===== config.mk =====
export PLATFORM = sky130hd
export DESIGN_NAME = hci_core_mux_static_sel
export DESIGN_NICKNAME = d
export VERILOG_FILES = /design/src/rtl/hci_core_mux_static_sel.sv
export SDC_FILE = /design/constraint.sdc
export NUM_CORES = 1
export LEC_CHECK = 0
export BUFFER_PORTS_ARGS = -buffer_cell sky130_fd_sc_hd__buf_2
export CAP_MARGIN = 10
export CORE_MARGIN = 1.5
export CORE_UTILIZATION = 45
export DETAILED_ROUTE_END_ITERATION = 7
export PLACE_DENSITY = 0.66
export SKIP_CTS_REPAIR_TIMING = 1
export SLEW_MARGIN = 10
export SYNTH_ARGS = -nofsm -noshare
export SYNTH_HDL_FRONTEND = slang
export SYNTH_SLANG_ARGS = --single-unit

===== constraint.sdc =====
create_clock -name clk_i -period 3.98 [get_ports clk_i]
set_clock_uncertainty 0.1 [all_clocks]
set_input_delay 0.398 -clock clk_i [delete_from_list [all_inputs] [get_ports clk_i]]
set_output_delay 0.398 -clock clk_i [all_outputs]
set_load 0.03 [all_outputs]

===== src/rtl/hci_core_mux_static_sel.sv =====
// Switch controller for a static TCDM mux: tracks outstanding transactions on the
// master side and only changes the mux selection once all in-flight responses are back.
//
// state  | meaning
// RUN    | selection stable, requests pass, waiting for a switch request
// DRAIN  | requests gated, waiting for outstanding count to reach zero
// SWITCH | new selection applied this cycle, switch_gnt_o high
module hci_core_mux_static_sel #(
  parameter int unsigned NB_CHAN         = 2,
  parameter int unsigned MAX_OUTSTANDING = 8,
  parameter int unsigned RESET_SEL       = 0,
  localparam int unsigned SW = (NB_CHAN > 1) ? $clog2(NB_CHAN) : 1,
  localparam int unsigned CW = $clog2(MAX_OUTSTANDING + 1)
) (
  input  logic          clk_i,
  input  logic          rst_ni,
  input  logic          clear_i,
  input  logic          switch_req_i,
  input  logic [SW-1:0] switch_sel_i,
  output logic          switch_gnt_o,
  input  logic          tcdm_req_i,
  input  logic          tcdm_gnt_i,
  input  logic          tcdm_r_valid_i,
  output logic [SW-1:0] sel_o,
  output logic          gate_o,
  output logic          busy_o,
  output logic [CW-1:0] outstanding_o,
  output logic          err_o
);

  typedef enum logic [1:0] {RUN, DRAIN, SWITCH} state_e;

  localparam logic [CW-1:0] CNT_MAX = CW'(MAX_OUTSTANDING);
  localparam logic [SW-1:0] SEL_RST = SW'(RESET_SEL);

  state_e        state_q;
  logic [SW-1:0] sel_q;
  logic [SW-1:0] target_q;
  logic [CW-1:0] cnt_q;
  logic [CW-1:0] cnt_d;
  logic          cnt_err;
  logic          gate_q;
  logic          gnt_q;
  logic          err_q;
  logic          handshake;
  logic          target_ok;

  assign handshake = tcdm_req_i & tcdm_gnt_i;

  // A simultaneous handshake and response cancel out, even at the limits.
  always_comb begin
    cnt_d   = cnt_q;
    cnt_err = 1'b0;
    if (handshake && !tcdm_r_valid_i) begin
      if (cnt_q == CNT_MAX) cnt_err = 1'b1;
      else                  cnt_d   = cnt_q + 1'b1;
    end else if (tcdm_r_valid_i && !handshake) begin
      if (cnt_q == '0) cnt_err = 1'b1;
      else             cnt_d   = cnt_q - 1'b1;
    end
  end

  // When NB_CHAN fills the select field every target encoding is a valid channel.
  if (NB_CHAN == (1 << SW)) begin : g_full_range
    assign target_ok = 1'b1;
  end else begin : g_part_range
    assign target_ok = (target_q < SW'(NB_CHAN));
  end

  always_ff @(posedge clk_i or negedge rst_ni) begin
    if (!rst_ni) begin
      state_q  <= RUN;
      sel_q    <= SEL_RST;
      target_q <= SEL_RST;
      cnt_q    <= '0;
      gate_q   <= 1'b0;
      gnt_q    <= 1'b0;
      err_q    <= 1'b0;
    end else if (clear_i) begin
      state_q  <= RUN;
      sel_q    <= SEL_RST;
      target_q <= SEL_RST;
      cnt_q    <= '0;
      gate_q   <= 1'b0;
      gnt_q    <= 1'b0;
      err_q    <= 1'b0;
    end else begin
      cnt_q <= cnt_d;
      gnt_q <= 1'b0;
      if (cnt_err) err_q <= 1'b1;
      case (state_q)
        RUN: begin
          if (switch_req_i) begin
            target_q <= switch_sel_i;
            state_q  <= DRAIN;
            gate_q   <= 1'b1;
          end
        end
        DRAIN: begin
          // A handshake that slipped past the gate this cycle keeps us draining.
          if (cnt_q == '0 && !handshake) begin
            state_q <= SWITCH;
            gnt_q   <= 1'b1;
            if (target_ok) sel_q <= target_q;
            else           err_q <= 1'b1;
          end
        end
        SWITCH: begin
          state_q <= RUN;
          gate_q  <= 1'b0;
        end
        default: begin
          state_q <= RUN;
          gate_q  <= 1'b0;
        end
      endcase
    end
  end

  assign sel_o         = sel_q;
  assign gate_o        = gate_q;
  assign busy_o        = gate_q;
  assign switch_gnt_o  = gnt_q;
  assign outstanding_o = cnt_q;
  assign err_o         = err_q;

endmodule

---- Word-level counts from Yosys, hierarchy flattened ----
Index checks and enable logic that the tools add are counted.
storage, ports and cells
  register bits after elaboration ......... 11
  input bits .............................. 8
  word-level logic and storage cells ...... 62
operators by class
  add/subtract/negate cells ............... 2
  equal/unequal tests ..................... 7
  muxes and demuxes ....................... 27
  bitwise operators ....................... 1
  reductions and logical operators ........ 18
operators with widths
  operator               count
  $mux W4                5
  $mux W1                17
  $ne A3 B3 Y1 const B   4
  $reduce_bool A2 Y1     5
  $reduce_and A2 Y1      4
  $mux W2                3
  $add A4 B1 Y4 const B  1
  $eq A4 B4 Y1 const B   1
  $logic_not A4 Y1       1
  $pmux W2 S2            1
  $sub A4 B1 Y4 const B  1
  $logic_and A1 B1 Y1    3
  $reduce_and A3 Y1      1
  $reduce_bool A3 Y1     1
  $eq A2 B1 Y1 const B   1
  $logic_not A1 Y1       2
  $logic_not A2 Y1       1
  $ne A2 B2 Y1 const B   1
  $pmux W1 S2            1
  $and A1 B1 Y1          1

---- Longest topological paths before layout ----
Gate-level depths: netlist of the first run.
  depth after elaboration ................. 7
  depth in mapped cells ................... 6
  gate-level depth less buffers ........... 6

---- Worst setup path after synthesis of the first run ----
No wires, ideal clock.
  kind .................................... register -> register
  start point ............................. register cnt_q[2] (netlist: outstanding_o[2])
  end point ............................... register cnt_q[3] (netlist: outstanding_o[3])
  data arrival time ....................... 1586 ps
  data required time ...................... 3781 ps
  setup slack ............................. 2195 ps
  cell stages (with the launch flop) ...... 6
  clock period less this slack ............ 1785 ps
  cells stage by stage .................... dfrtp_1 -> ha_1 -> a31oi_1 -> nor2_1 -> a21o_2 -> a311oi_1
on the way
  cells in the longest elaborated chain, start to end .. 5
  elaborated cells on any way between the ends .. 12
  classes of those cells .................. add/sub: 2; eq/ne: 3; mux: 5; reduce/logical: 2
RTL lines
  what                    RTL line  source
  from (decl)             39        logic [CW-1:0] cnt_q;
  from (signal assigned)  88        cnt_q <= cnt_d;
  $sub A4 B1 Y4           59        else cnt_d = cnt_q - 1'b1;
  $mux W4                 58        if (cnt_q == '0) cnt_err = 1'b1;
  $mux W4                 57        end else if (tcdm_r_valid_i && !handshake) begin
  $mux W4                 54        if (handshake && !tcdm_r_valid_i) begin
  $mux W4                 79        end else if (clear_i) begin
Several ways; a longest one is shown, not always the timed one. The select of a mux whose other input is x is not followed.
A chain may end at the register's enable or synchronous reset.

---- Worst setup path after layout of the first run ----
Same ends and word-level chain as after synthesis.

==> impl_results.md, run 1 <==
* Outcome: completed
* Initial antenna violation count at 0
* Power density over cell area at 708 nW/um^2
* Worst slew margin at 72.7%
* Syn_nets at 71
* Fin cells at 93
* Diode count at 0
* Row count at 13
* Post-synthesis adder-cell area fraction at 3.80%
* Num CTS Buffers at 3
* Yosys warnings at 0
* Reg2reg path depth at 5
* Clk root buf: clkbuf_4
* Period utilization at 44.6%
* Final ANT Viol Nets at 0
* Synth Area in Compound Gates at 17.9%
* Simple logic cell fraction of the synthesized area at 22.6%
* Actual slew at the worst max-slew pin at 409 ps
* Largest net degree at the start of global routing at 13
* DRT iter0 DRCs at 2
* Inst Count DP at 88
* Worst setup path end: outstanding_o[3]
* Max FO, Critical Path at 7
* Post-synthesis mux area share at 4.56%
* Gpl congestion at 0.721
* Synth top area share at 41.8%
* Critical path depth at 5
* RSZ-0062 raised after global routing: false
* Critical Path Start: outstanding_o[2]
* Clock sink count at 11
* Met1 WL at 615 um
* DR WL met3 at 42 um
* Ys flop type: dfrtp_1
* Clk pin slew, worst setup/hold paths at 70 ps
* Top Layer Used: met3
* Nets at 89
* GR Util All Layers at 17.9%
* WP data required at 4040 ps
* R2r startpoint: outstanding_o[2]
* Largest family of logic cells by synthesized area: simple AND/OR/NAND/NOR gates
* Ys async rst share at 100%
* Sequential element share of the synthesized area at 41.8%
* Most frequent cell after synthesis: dfrtp_1
* IO Count at 17
* Peak supply drop at 0.000405 V
* Max-slew violations at 0
* First-pass GRT wire length at 1920 um
* Synth Register Bits at 11
* Startpoint types: register
* Reg-to-reg slack, setup at 2200 ps
* Xor/xnor share of the synthesized area at 3.99%
* Max clock buf depth at 2
* Wirelength per Cell at 13.7 um
* Drt pass-1 iters at 2
* H-tree depth at 1
* Cell family with most CP delay: compound AO/OA/AOI/OAI gates
* Mapped Area at 658 um^2
* Period minus WS final at 1780 ps
* RR Endpoint: outstanding_o[3]
* Critical path type: register to register
* Setup_tns at 0 ps
* Syn avg cell area at 10.8 um^2
* Post-synth EDFFs at 0
* CP bufs+invs at 0
* Critical path's largest stage delay at 490 ps
* Cell taking the most area after synthesis: dfrtp_1
* Via density at 5.61
* Remaining DRCs at 0
* Count of different cell masters after synthesis at 30
* Die footprint at 1700 um^2
* Fraction of layout cells with a size suffix above 1 at 32.1%
* Dpl hpwl at 947 um
* Area contributors post-synth: dfrtp_1 (42%), mux2i_1 (4.6%), nor2_1 (4.6%)
* GR Overflow Total at 0
* Final Hold Viols at 0
* Post-Syn Instances at 61
* Vias at 522
* CTS tree: done
* Vias in the first global route at 450
* # setup viols final at 0
* Core area at 1330 um^2
* Max_cap viols at 0
* Slowest-stage cell, CP: dfrtp_1
* Leak pwr at 0.381 nW
* Die Y at 41.2 um
* Max frequency at 563 MHz
* Drt total wl at 1270 um
* Starting density of the core at 49.3%
* Die width at 41.2 um
* Synth cell count leaders: dfrtp_1 (11), nor2_1 (8), nor3_1 (4)
* Area growth, synth to finish at 15.8%
* Crit-path cells: ha_1, a31oi_1, nor2_1, a21o_2, a311oi_1
* Port bufs at 16
* Met2 WL at 613 um
* Arr. time, crit path at 1840 ps
* CP Capture Type: register
* Latest clock arrival within the worst-skew pair at 260 ps
* Hold Path Class: input pin to register
[worst reg2reg max path, delay by kind of cell (launching register included)]
kind,cells,cell delay (ps)
and+or+nand+nor,1,80
AOI/OAI and AO/OA,3,620
DFF,1,490
adders and majority gates,1,390
[per-layer routing]
layer	vias up	GRT usage, %
met5	-	0
met4	0	4.84
met3	0	4.89
met2	11	29.7
met1	253	22.8
li1	258	-
[flip-flops by register name, summed over array words and instances, names as in the netlist]
signal and cells:
outstanding_o 4, target_q 1, state_q 2, switch_gnt_o 1
err_o 1, sel_o 1, busy_o 1
[metrics by stage]
stage	worst slack (ps)	utilization (%)	power [mW]	hold slack [ps]	cell area, um^2
2_1_floorplan	2190	-	0.420	2.41	658
3_3_place_gp	2070	54.4	0.465	177	726
3_5_place_dp	2000	54.4	0.466	181	726
4_1_cts	2220	56.4	0.542	-105	752
5_1_grt	2160	57.1	0.576	285	762
6_report	2200	57.1	0.539	281	762
[cell families after synthesis]
kind of cell             after synthesis
AND/OR/NAND/NOR                       24
AO/OA/AOI/OAI                         13
flip-flops                            11
buffers and inverters                  5
XOR/XNOR                               3
multiplexers                           3
adder cells (fa/ha/maj)                2
[report_power, final]
part | internal, mW | switching (mW) | total, mW
logic | 0.114 | 0.144 | 0.258
clock network | 0.0387 | 0.0362 | 0.0749
registers | 0.141 | 0.0647 | 0.206
total | 0.295 | 0.245 | 0.539
[final cells by class]
type,instances,area [um^2]
multi-input cells,45,348
inverters,1,3.75
repair buffers,17,90.1
fillers,131,572
well taps,15,18.8
flip-flops and latches,11,275
clock buffers,4,26.3
[layout by cell type (no fill, tap or decap)]
master	netlist	routed
dlygate4sd3_1	0	1
nor3b_1	1	1
a31oi_1	1	1
clkbuf_4	0	3
inv_1	1	1
nor4b_2	1	1
a21oi_1	3	3
a311oi_1	2	2
xor2_1	2	2
or2b_1	1	1
mux2i_1	3	3
nand2b_1	2	2
nand3b_4	1	1
a21o_2	1	1
dfrtp_1	11	11
o21a_1	1	1
o211a_1	1	1
nand4b_1	1	1
o22ai_2	1	1
buf_2	1	16
o22ai_1	2	2
o41ai_4	1	1
clkbuf_1	0	1
xnor2_1	1	1
nor4_1	1	1
and2_2	1	1
nor2_1	8	8
ha_1	2	2
nor3_1	4	4
nand2_1	1	1
nand3_1	2	2
[worst min-delay path by stage]
stage                       startpoint      endpoint  slack (ps)  cells past startpoint
after floorplan                 rst_ni        busy_o           2                      0
after global placement          rst_ni  switch_gnt_o         180                      1
after detailed placement        rst_ni        busy_o         180                      1
after CTS                       rst_ni        busy_o        -110                      1
after global routing      switch_sel_i      target_q         290                      3
final                     switch_sel_i      target_q         280                      3
(Power assumes the default switching activity.)
==> inputs of run 2 (changes only) <==
clock period = 1.7 ns   (was 3.98 ns; I/O delays follow)
==> run 2 against run 1 <==
Compared with the run above:
- die area is the same
- final cell count increased by 3.2%
- global-route usage fell by 1.2 points
- cell area up 5.9%
- non-clock buffer count up 3
- worst hold slack worse by 220 ps
- critical path type unchanged
- largest cell class unchanged
- largest power group unchanged
- highest routed layer is now met4
==> impl_results.md, run 2 (synthesis results as in run 1) <==
* Core Util, Final at 60.5% (was 57.1%)
* Commonest non-fill, non-tap cell in the layout: buf_2 (unchanged)
* Proportion of power drawn by flip-flops and latches at 37.5% (was 38.2%)
* Busiest grt layer: met2 (unchanged)
* Row count at 13 (unchanged)
* Internal power at 0.717 mW (was 0.295 mW)
* Num CTS Buffers at 3 (unchanged)
* WP data required at 1720 ps (was 4040 ps)
* Dpl cell area at 752 um^2 (was 726 um^2)
* Max-slew violations at 0 (unchanged)
* H-tree depth at 1 (unchanged)
* Via density at 5.36 (was 5.61)
* Dpl hpwl at 921 um (was 947 um)
* Period utilization at 95.7% (was 44.6%)
* Inst Count DP at 91 (was 88)
* Final Hold Viols at 0 (unchanged)
* Actual slew at the worst max-slew pin at 352 ps (was 409 ps)
* Leak pwr at 0.392 nW (was 0.381 nW)
* Fin cells at 96 (was 93)
* Peak supply drop at 0.000852 V (was 0.000405 V)
* Diode count at 0 (unchanged)
* Clock sink count at 11 (unchanged)
* Reg-to-reg slack, setup at 70 ps (was 2200 ps)
* Setup_tns at 0 ps (unchanged)
* Clk pwr share at 13.0% (was 13.9%)
* Wirelength per Cell at 13.6 um (was 13.7 um)
* Net Sw Frac at 44.7% (was 45.4%)
* GR Overflow Total at 0 (unchanged)
* Final instance area at 807 um^2 (was 762 um^2)
* DRT iter0 DRCs at 7 (was 2)
* Max frequency at 615 MHz (was 563 MHz)
* Critical path type: register to register (unchanged)
* # setup viols final at 0 (unchanged)
* Outcome: completed (unchanged)
* Combinational share of power at 49.5% (was 47.9%)
* Grt met3 use at 6.52% (was 4.89%)
* RSZ-0062 raised after global routing: false (unchanged)
* IO Count at 17 (unchanged)
* Largest net degree at the start of global routing at 13 (unchanged)
* Clk root buf: clkbuf_4 (unchanged)
* R2r startpoint: outstanding_o[1] (was outstanding_o[2])
* Power density over cell area at 1610 nW/um^2 (was 708 nW/um^2)
* Nets at 92 (was 89)
* Die width at 41.2 um (unchanged)
* Startpoint types: register (unchanged)
* Vias in the first global route at 443 (was 450)
* Max FO, Critical Path at 10 (was 7)
* Period minus WS final at 1630 ps (was 1780 ps)
* Port bufs at 16 (unchanged)
* Fraction of layout cells with a size suffix above 1 at 40.7% (was 32.1%)
* Max clock buf depth at 2 (unchanged)
* Clk pin slew, worst setup/hold paths at 60 ps (was 70 ps)
* Hold Path Class: input pin to register (unchanged)
* RR Endpoint: outstanding_o[3] (unchanged)
* Latest clock arrival within the worst-skew pair at 260 ps (about the same)
* Fillers at 117 (was 131)
* Drt total wl at 1300 um (was 1270 um)
* WHS Path Cells at 3 (unchanged)
* Gpl congestion at 0.673 (was 0.721)
* Hold wc startpoint: switch_sel_i (unchanged)
* GR Util All Layers at 16.7% (was 17.9%)
* Remaining DRCs at 0 (unchanged)
* Die footprint at 1700 um^2 (unchanged)
* Initial antenna violation count at 0 (unchanged)
* Starting density of the core at 49.3% (unchanged)
* Max_cap viols at 0 (unchanged)
* CTS tree: done (unchanged)
* Psw at 0.580 mW (was 0.245 mW)
* Worst slew margin at 76.5% (was 72.7%)
* Final ANT Viol Nets at 0 (unchanged)
* First-pass GRT wire length at 1810 um (was 1920 um)
* Max reg flops at 4 (unchanged)
* Drt pass-1 iters at 2 (unchanged)
* Most frequent cells in the layout: buf_2 (16), nor2_1 (8), dfrtp_1 (8) (was buf_2 (16), dfrtp_1 (11), nor2_1 (8))
* Met1 layer usage reported by global route at 21.4% (was 22.8%)
* Arr. time, crit path at 1650 ps (was 1840 ps)
* Met2 GRT Util at 25.8% (was 29.7%)
* Vias at 515 (was 522)
* Area growth, synth to finish at 22.6% (was 15.8%)
* Die Y at 41.2 um (unchanged)
* Worst hold endpoint: target_q (unchanged)
* Core area at 1330 um^2 (unchanged)
* CP Capture Type: register (unchanged)
* Reg2reg path depth at 4 (was 5)
* Overall power at 1.30 mW (was 0.539 mW)
==> run 2: cell count changes in the layout (fill, tap and decap cells not counted), sizes merged <==
cell | previous run | this run
buf | 16 | 19
==> run 2: power groups by stage <==
| stage | clock (mW) | combinational [mW] | sequential (mW) |
|---|---|---|---|
| floorplan | 0 | 0.454 | 0.535 |
| global placement | 0 | 0.621 | 0.481 |
| detailed placement | 0 | 0.628 | 0.480 |
| CTS | 0.178 | 0.630 | 0.477 |
| global route | 0.188 | 0.707 | 0.498 |
| finish | 0.168 | 0.643 | 0.486 |
==> run 2: routing by layer <==
layer / vias up / part of all wire, %
met5: - / 0
met4: 0 / 0.38
met3: 2 / 4.8
met2: 14 / 44
met1: 235 / 51
li1: 264 / -
==> run 2: critical path, stage by stage, from the launching register on <==
cell and delay (ps):
dfrtp_2 500, o41ai_4 370, o22ai_2 180, a311oi_1 250, a311oi_1 80
==> run 2: how the worst max path moves through the flow <==
stage	start	cells past startpoint	to	slack, ps
floorplan	outstanding_o[2]	5	outstanding_o[3]	20
global placement	tcdm_r_valid_i	7	outstanding_o[3]	110
detailed placement	tcdm_r_valid_i	7	outstanding_o[3]	60
CTS	outstanding_o[2]	5	outstanding_o[3]	60
global route	outstanding_o[3]	4	outstanding_o[3]	10
finish	outstanding_o[1]	4	outstanding_o[3]	70
==> run 2: through the flow <==
step / setup WS, ps / hold slack [ps]
2_1_floorplan: 19.8 / -226
3_3_place_gp: 111 / -50.8
3_5_place_dp: 62.8 / -52.8
4_1_cts: 57.4 / -341
5_1_grt: 12.6 / 73.6
6_report: 73.8 / 56.6
==> run 2: area by class of cell <==
type / instances / area (um^2) / share of cell area [%]
multi-input cells: 45 / 367 / 45.4
inverters: 1 / 3.75 / 0.465
well taps: 15 / 18.8 / 2.33
clock buffers: 4 / 26.3 / 3.26
flip-flops and latches: 11 / 279 / 34.6
repair buffers: 20 / 113 / 14.0
